### src/rtl/postadder_sched_pkg.sv
// Shared types and constants for the postadder command scheduler.
// Holds the mode/accumulator encodings and the term-counter index mapping.
package postadder_sched_pkg;

  typedef enum logic [2:0] {
    PA_HOLD   = 3'b000,
    PA_LOAD   = 3'b001,
    PA_ADD    = 3'b010,
    PA_SUB    = 3'b011,
    PA_RSUB   = 3'b100,
    PA_NEGMOD = 3'b101
  } pa_mode_t;

  typedef enum logic [1:0] {
    PA_ACC1    = 2'b00,
    PA_ACC2    = 2'b01,
    PA_ACC3    = 2'b10,
    PA_ACC_ILL = 2'b11
  } pa_acc_t;

  localparam int PA_ACC_LAT   = 1;
  localparam int PA_L3_CARRY  = 8;
  localparam int PA_MAX_TERMS = 2 ** (PA_L3_CARRY - 1);
  localparam int PA_N_SLOT    = 4;
  localparam int PA_N_CNT     = 1 + 2 * PA_N_SLOT;
  localparam int PA_CNT_W     = $clog2(PA_MAX_TERMS + 1);
  localparam int PA_IDX_W     = $clog2(PA_N_CNT);
  localparam int PA_ACC_W     = 2;
  localparam int PA_MODE_W    = 3;
  localparam int PA_ADDR_W    = 2;

  // Flat counter index: acc1 -> 0, acc2 slots -> 1..N_SLOT, acc3 slots after that.
  function automatic logic [PA_IDX_W-1:0] pa_cnt_index(input logic [PA_ACC_W-1:0]  acc,
                                                       input logic [PA_ADDR_W-1:0] addr);
    case (acc)
      PA_ACC1: pa_cnt_index = '0;
      PA_ACC2: pa_cnt_index = PA_IDX_W'(1) + PA_IDX_W'(addr);
      default: pa_cnt_index = PA_IDX_W'(1 + PA_N_SLOT) + PA_IDX_W'(addr);
    endcase
  endfunction

endpackage

### src/rtl/postadder_sched_if.sv
// Command and result handshake bundle between upstream, the scheduler and reduction.
interface postadder_sched_if;
  import postadder_sched_pkg::*;

  logic                 cmd_valid;
  logic                 cmd_ready;
  logic [PA_ACC_W-1:0]  cmd_acc;
  logic [PA_MODE_W-1:0] cmd_mode;
  logic [PA_ADDR_W-1:0] cmd_addr;
  logic                 cmd_last;
  logic                 res_valid;
  logic                 res_ready;
  logic [PA_ACC_W-1:0]  res_acc;

  modport master (
    output cmd_valid, cmd_acc, cmd_mode, cmd_addr, cmd_last, res_ready,
    input  cmd_ready, res_valid, res_acc
  );

  modport slave (
    input  cmd_valid, cmd_acc, cmd_mode, cmd_addr, cmd_last, res_ready,
    output cmd_ready, res_valid, res_acc
  );
endinterface

### src/rtl/postadder_sched_term_counter.sv
// Bank of per-slot term counters guarding the L3 carry headroom.
// sat reports whether the selected slot already holds MAX terms.
module pa_term_counter
  import postadder_sched_pkg::*;
#(
  parameter int N_CNT = PA_N_CNT,
  parameter int CNT_W = PA_CNT_W,
  parameter int IDX_W = PA_IDX_W,
  parameter int MAX   = PA_MAX_TERMS
) (
  input  logic             clk,
  input  logic             rstn,
  input  logic [IDX_W-1:0] sel,
  input  logic             load,
  input  logic             incr,
  input  logic             clr,
  input  logic [IDX_W-1:0] clr_sel,
  output logic             sat
);

  logic [CNT_W-1:0] cnt [N_CNT];

  // Clear from result retirement wins; it never coincides with an accepted command anyway.
  always_ff @(posedge clk) begin
    if (!rstn) begin
      for (int i = 0; i < N_CNT; i++) cnt[i] <= '0;
    end else begin
      for (int i = 0; i < N_CNT; i++) begin
        if (clr && clr_sel == IDX_W'(i))
          cnt[i] <= '0;
        else if (load && sel == IDX_W'(i))
          cnt[i] <= CNT_W'(1);
        else if (incr && sel == IDX_W'(i))
          cnt[i] <= cnt[i] + CNT_W'(1);
      end
    end
  end

  always_comb begin
    sat = 1'b0;
    for (int i = 0; i < N_CNT; i++)
      if (sel == IDX_W'(i)) sat = (cnt[i] == CNT_W'(MAX));
  end

endmodule

### src/rtl/postadder_sched.sv
// Postadder command scheduler: issues registered modes/addresses per accepted micro-op,
// guards term headroom, and presents finished results over a valid/ready handshake.
module postadder_sched
  import postadder_sched_pkg::*;
(
  input  logic                 clk,
  input  logic                 rstn,
  postadder_sched_if.slave     bus,
  output logic [PA_MODE_W-1:0] mode1,
  output logic [PA_MODE_W-1:0] mode2,
  output logic [PA_MODE_W-1:0] mode3,
  output logic [PA_ADDR_W-1:0] addr2,
  output logic [PA_ADDR_W-1:0] addr3,
  output logic [PA_ACC_W-1:0]  outsel,
  output logic                 err_ovf,
  output logic                 err_ill,
  output logic                 busy
);

  localparam logic [1:0] ST_RUN     = 2'd0;
  localparam logic [1:0] ST_DRAIN   = 2'd1;
  localparam logic [1:0] ST_PRESENT = 2'd2;
  localparam int         LAT_W      = $clog2(PA_ACC_LAT + 1);

  logic [1:0]           state;
  logic [LAT_W-1:0]     drain_cnt;
  logic                 accept, cmd_ill, cmd_ok, is_load, is_incr, sat, ovf, retire;
  logic [PA_MODE_W-1:0] issue_mode;
  logic [PA_IDX_W-1:0]  sel_idx, clr_idx;

  assign bus.cmd_ready = rstn && (state == ST_RUN);
  assign bus.res_valid = (state == ST_PRESENT);
  assign bus.res_acc   = outsel;
  assign busy          = (state != ST_RUN);

  assign accept     = bus.cmd_valid && bus.cmd_ready;
  assign cmd_ill    = (bus.cmd_acc == PA_ACC_ILL) || (bus.cmd_mode > PA_NEGMOD);
  assign cmd_ok     = accept && !cmd_ill;
  assign is_load    = (bus.cmd_mode == PA_LOAD);
  assign is_incr    = (bus.cmd_mode != PA_HOLD) && !is_load;
  assign ovf        = cmd_ok && is_incr && sat;
  assign issue_mode = ovf ? PA_HOLD : bus.cmd_mode;
  assign retire     = (state == ST_PRESENT) && bus.res_ready;
  assign sel_idx    = pa_cnt_index(bus.cmd_acc, bus.cmd_addr);
  assign clr_idx    = pa_cnt_index(outsel, (outsel == PA_ACC2) ? addr2 : addr3);

  pa_term_counter u_cnt (
    .clk     (clk),
    .rstn    (rstn),
    .sel     (sel_idx),
    .load    (cmd_ok && is_load),
    .incr    (cmd_ok && is_incr && !sat),
    .clr     (retire),
    .clr_sel (clr_idx),
    .sat     (sat)
  );

  // Modes are single-cycle pulses; addresses and outsel persist for the drain/present window.
  always_ff @(posedge clk) begin
    if (!rstn) begin
      mode1     <= PA_HOLD;
      mode2     <= PA_HOLD;
      mode3     <= PA_HOLD;
      addr2     <= '0;
      addr3     <= '0;
      outsel    <= '0;
      err_ovf   <= 1'b0;
      err_ill   <= 1'b0;
      state     <= ST_RUN;
      drain_cnt <= '0;
    end else begin
      mode1 <= PA_HOLD;
      mode2 <= PA_HOLD;
      mode3 <= PA_HOLD;
      if (cmd_ok) begin
        case (bus.cmd_acc)
          PA_ACC1: mode1 <= issue_mode;
          PA_ACC2: begin
            mode2 <= issue_mode;
            addr2 <= bus.cmd_addr;
          end
          default: begin
            mode3 <= issue_mode;
            addr3 <= bus.cmd_addr;
          end
        endcase
        if (bus.cmd_last) outsel <= bus.cmd_acc;
      end
      if (ovf) err_ovf <= 1'b1;
      if (accept && cmd_ill) err_ill <= 1'b1;

      case (state)
        ST_RUN: begin
          if (cmd_ok && bus.cmd_last) begin
            state     <= ST_DRAIN;
            drain_cnt <= '0;
          end
        end
        ST_DRAIN: begin
          if (drain_cnt == LAT_W'(PA_ACC_LAT - 1)) state <= ST_PRESENT;
          else drain_cnt <= drain_cnt + LAT_W'(1);
        end
        ST_PRESENT: if (retire) state <= ST_RUN;
        default: state <= ST_RUN;
      endcase
    end
  end

endmodule

### src/flat_wrapper.sv
// flat-port wrapper written by rule: the top's interface ports become plain ports
module postadder_sched_flat import postadder_sched_pkg::*;
  (clk, rstn, mode1, mode2, mode3, addr2, addr3, outsel, err_ovf, err_ill, busy, bus_cmd_valid, bus_cmd_acc, bus_cmd_mode, bus_cmd_addr, bus_cmd_last, bus_res_ready, bus_cmd_ready, bus_res_valid, bus_res_acc);
  postadder_sched_if bus_i ();
  input  logic clk;
  input  logic rstn;
  output logic [PA_MODE_W-1:0] mode1;
  output logic [PA_MODE_W-1:0] mode2;
  output logic [PA_MODE_W-1:0] mode3;
  output logic [PA_ADDR_W-1:0] addr2;
  output logic [PA_ADDR_W-1:0] addr3;
  output logic [PA_ACC_W-1:0] outsel;
  output logic err_ovf;
  output logic err_ill;
  output logic busy;
  input wire logic [$bits(bus_i.cmd_valid)-1:0] bus_cmd_valid;
  input wire logic [$bits(bus_i.cmd_acc)-1:0] bus_cmd_acc;
  input wire logic [$bits(bus_i.cmd_mode)-1:0] bus_cmd_mode;
  input wire logic [$bits(bus_i.cmd_addr)-1:0] bus_cmd_addr;
  input wire logic [$bits(bus_i.cmd_last)-1:0] bus_cmd_last;
  input wire logic [$bits(bus_i.res_ready)-1:0] bus_res_ready;
  output wire logic [$bits(bus_i.cmd_ready)-1:0] bus_cmd_ready;
  output wire logic [$bits(bus_i.res_valid)-1:0] bus_res_valid;
  output wire logic [$bits(bus_i.res_acc)-1:0] bus_res_acc;
  assign bus_i.cmd_valid = bus_cmd_valid;
  assign bus_i.cmd_acc = bus_cmd_acc;
  assign bus_i.cmd_mode = bus_cmd_mode;
  assign bus_i.cmd_addr = bus_cmd_addr;
  assign bus_i.cmd_last = bus_cmd_last;
  assign bus_i.res_ready = bus_res_ready;
  assign bus_cmd_ready = bus_i.cmd_ready;
  assign bus_res_valid = bus_i.res_valid;
  assign bus_res_acc = bus_i.res_acc;
  postadder_sched u_core (.clk(clk), .rstn(rstn), .bus(bus_i), .mode1(mode1), .mode2(mode2), .mode3(mode3), .addr2(addr2), .addr3(addr3), .outsel(outsel), .err_ovf(err_ovf), .err_ill(err_ill), .busy(busy));
endmodule
### config.mk
export PLATFORM = sky130hd
export DESIGN_NAME = postadder_sched_flat
export DESIGN_NICKNAME = d
export VERILOG_FILES = /design/src/rtl/postadder_sched_pkg.sv /design/src/rtl/postadder_sched_if.sv /design/src/rtl/postadder_sched_term_counter.sv /design/src/rtl/postadder_sched.sv /design/src/flat_wrapper.sv
export SDC_FILE = /design/constraint.sdc
export NUM_CORES = 1
export LEC_CHECK = 0
export BUFFER_PORTS_ARGS = -buffer_cell sky130_fd_sc_hd__buf_4
export CAP_MARGIN = 10
export CORE_AREA = 5 5 120 122
export CTS_CLUSTER_SIZE = 20
export DETAILED_ROUTE_END_ITERATION = 7
export DIE_AREA = 0 0 125 127
export PLACE_DENSITY = 0.64
export REMOVE_ABC_BUFFERS = 1
export SLEW_MARGIN = 10
export SYNTH_ARGS = -nofsm -noshare
export SYNTH_HDL_FRONTEND = slang
export SYNTH_SLANG_ARGS = --single-unit
### constraint.sdc
create_clock -name clk -period 4.87 [get_ports clk]
set_input_delay 0.974 -clock clk [delete_from_list [all_inputs] [get_ports clk]]
set_output_delay 0.974 -clock clk [all_outputs]
set_load 0.02 [all_outputs]
==> metrics.txt <==
Overall Global Routing Usage=0.143; final period utilization=0.768; DP HPWL=8.21 mm; Initial DRC Count=226; DIE AREA=15,900 µm²; flops & latches, synth=91; boundary pin count=34; clk_lat worst skew=0.35 ns; R2R depth=7; Total Power=1750 µW; adder-cell share of the synthesized area=0.0482; Mean Syn Cell Area=10.1 µm²; RSZ-0062 raised after global routing=no; min Tclk post-route=3.74 ns; gpl congestion=0.894; top cell type's share of synthesized area=0.417; post-cts gate resize count=0; outcome=completed; core footprint=13,100 µm²; Worst VDD drop=0.275 mV; most instantiated cells after synthesis=72 x edfxtp_1, 52 x nor2_1, 42 x nand2_1; Synth area leaders=edfxtp_1 42%, dfxtp_1 7.3%, xor2_1 5.4%; Post-Synth XOR/XNOR Area=0.0912; Clock Sinks=91; Power Density=296 nW/µm²; Syn Std Cell Area=5190 µm²; total CTS buffers=9; Routed Antenna Nets=0; Post-Syn Instances=516; Clock Skew=0.00541 ns; Register Area=2540 µm²; WS Path Type=in2reg; # Max-Cap Violations=0; hold depth=1; most common cell in the netlist=edfxtp_1; FFs w/ async S/R, synth=0; Critical Path Sink Type=flip-flop; largest family of logic cells by synthesized area=simple AND/OR/NAND/NOR gates; Main synth FF type=edfxtp_1; total number of yosys warnings=0; clock buffer depth=2; nets=578; CTS tree=yes; Final Hold Viols=0; Ant. Diodes=0; hold_buf cts=0; Synth Area in Simple Gates=0.229; Initial Util=0.397; Post-synth EDFFs=72; DR DRC count=0; Setup TNS=0 ns; die span in y=127 µm; postcts setup bufs=0; clock root buffer=clkbuf_16; Post-Route WL=11.3 mm; Worst Path Required=4.81 ns; Final Max Tran Viols=0; setup violators final=0; Vias per Instance=5.29; Rows=42; static leakage=0.00203 µW; CTS clock-pin slew for the worst setup and hold paths=0.06 ns; Die W=125 µm; Syn-to-layout area delta=13.7%; fin util=0.451; sequential-to-total area share from yosys stat=0.490; proportion of synthesized area in mux cells=0.00844; Slew HR=0.171; Worst Path Max Fanout=13; Worst-Margin Slew=1.23 ns; multi-input logic area=2480 µm²; largest net degree at the start of global routing=23; wire per inst=15.5 µm; number of global-route vias before repair=3,659; Worst Path Arrival=3.68 ns; drt pass-1 iters=4; Cell variety after synth=53; # fillers=1,207; first-pass GRT wire length=18.4 mm; worst min path class=reg2reg; CP startpoint kind=input pin; initial antenna violation count=0; Yosys top cell by area=edfxtp_1; grt ovf=0; layout cell share with drive strength beyond 1=0.116; I/O Buffers=33; post-synthesis compound-gate area fraction=0.101; CTS HTree Levels=3; routed vias=3,846; fmax=267 MHz
## registers in the layout, indices dropped and copies added, names as in the netlist, 2 cells and up
name and count:
u_core.addr2 2, u_core.addr3 2, u_core.bus.res_acc 2, u_core.mode1 3, u_core.mode2 3, u_core.mode3 3
u_core.state 2, u_core.u_cnt.cnt 72
## per-layer routing
layer  track usage  vias to the layer above  wire length, µm
met1         0.187                     1851             5370
met2         0.228                       67             5280
met3        0.0392                       13              425
met5             0                        -                0
met4        0.0529                        0              179
li1              -                     1915                -
## stage by stage
stage / hold slack (ns) / area (µm²) / std cells / setup slack [ns]
after detailed placement: 0.458 / 5590 / 710 / 0.809
after floorplan: 0.545 / 5100 / 498 / 1.25
final: 0.474 / 5900 / 727 / 1.13
after global routing: 0.489 / 5900 / 727 / 0.971
after global placement: 0.455 / 5590 / 710 / 0.880
after CTS: 0.474 / 5890 / 726 / 1.19
## report_power, final
group	switching, µW	leakage (µW)	total (µW)	internal [µW]
Combinational	101	0.000989	159	57.9
Clock	298	0.000141	694	396
Sequential	29.4	0.000898	895	866
Total	429	0.00203	1750	1320
## final timing paths
check	startpoint	endpoint	slack, ns
max	bus_cmd_addr[0]	u_core.u_cnt.cnt[2][5]$_SDFFCE_PN0P_	1.13
min	u_core.err_ill$_SDFFE_PN0P_	u_core.err_ill$_SDFFE_PN0P_	0.47
max reg2reg	u_core.bus.res_acc[0]$_SDFFE_PN0P_	u_core.u_cnt.cnt[2][5]$_SDFFCE_PN0P_	1.27
min reg2reg	u_core.err_ill$_SDFFE_PN0P_	u_core.err_ill$_SDFFE_PN0P_	0.47
## worst max-delay path: stages
cell and delay, ns:
buf_4 0.16, ha_1 0.43, and4b_1 0.43, nand3_1 0.17
and2_1 0.25, a21boi_1 0.14, a211oi_2 0.56, o21ai_0 0.56
## logic make-up (layout without fill, tap and decap cells)
| family | after synthesis | after routing |
|---|---|---|
| AND/OR/NAND/NOR | 233 | 233 |
| adder cells (fa/ha/maj) | 20 | 20 |
| buffers and inverters | 40 | 75 |
| AO/OA/AOI/OAI | 74 | 74 |
| multiplexers | 4 | 4 |
| XOR/XNOR | 54 | 54 |
| flip-flops | 91 | 91 |
## placed cells by master (no fill, tap or decap), types with 2 or more instances in the layout
| master | netlist | layout |
|---|---|---|
| o21a_1 | 5 | 5 |
| nor3_1 | 34 | 34 |
| xnor2_1 | 22 | 22 |
| ha_1 | 20 | 20 |
| xor2_1 | 32 | 32 |
| mux2_2 | 3 | 3 |
| o21bai_1 | 3 | 3 |
| clkbuf_16 | 0 | 9 |
| nand4_1 | 9 | 9 |
| and3_1 | 11 | 11 |
| buf_4 | 3 | 36 |
| nor3b_2 | 2 | 2 |
| inv_1 | 22 | 22 |
| edfxtp_1 | 72 | 72 |
| o21ai_1 | 2 | 2 |
| nor2_1 | 52 | 52 |
| o211ai_1 | 15 | 15 |
| nor2b_1 | 9 | 9 |
| nand3b_1 | 2 | 2 |
| a21oi_1 | 14 | 14 |
| o221ai_1 | 2 | 2 |
| dfxtp_1 | 19 | 19 |
| nand3_1 | 39 | 39 |
| clkinv_1 | 0 | 2 |
| nand2_1 | 42 | 42 |
| nand2b_1 | 6 | 6 |
| and2_1 | 2 | 2 |
| a22o_1 | 2 | 2 |
| o21ai_0 | 8 | 8 |
| nor3b_1 | 11 | 11 |
| a21boi_0 | 11 | 11 |
| or2_2 | 4 | 4 |
| nor4bb_1 | 4 | 4 |
## cell type report
cell class                 count  share of cell area
sequential                    91               0.431
tap                          176              0.0373
clock inverter                 7              0.0115
timing repair buffer          37              0.0467
multi-input combinational    385               0.421
clock buffer                   9              0.0382
inverter                      22              0.0140
Note: power is estimated with default switching activity, not from simulation.
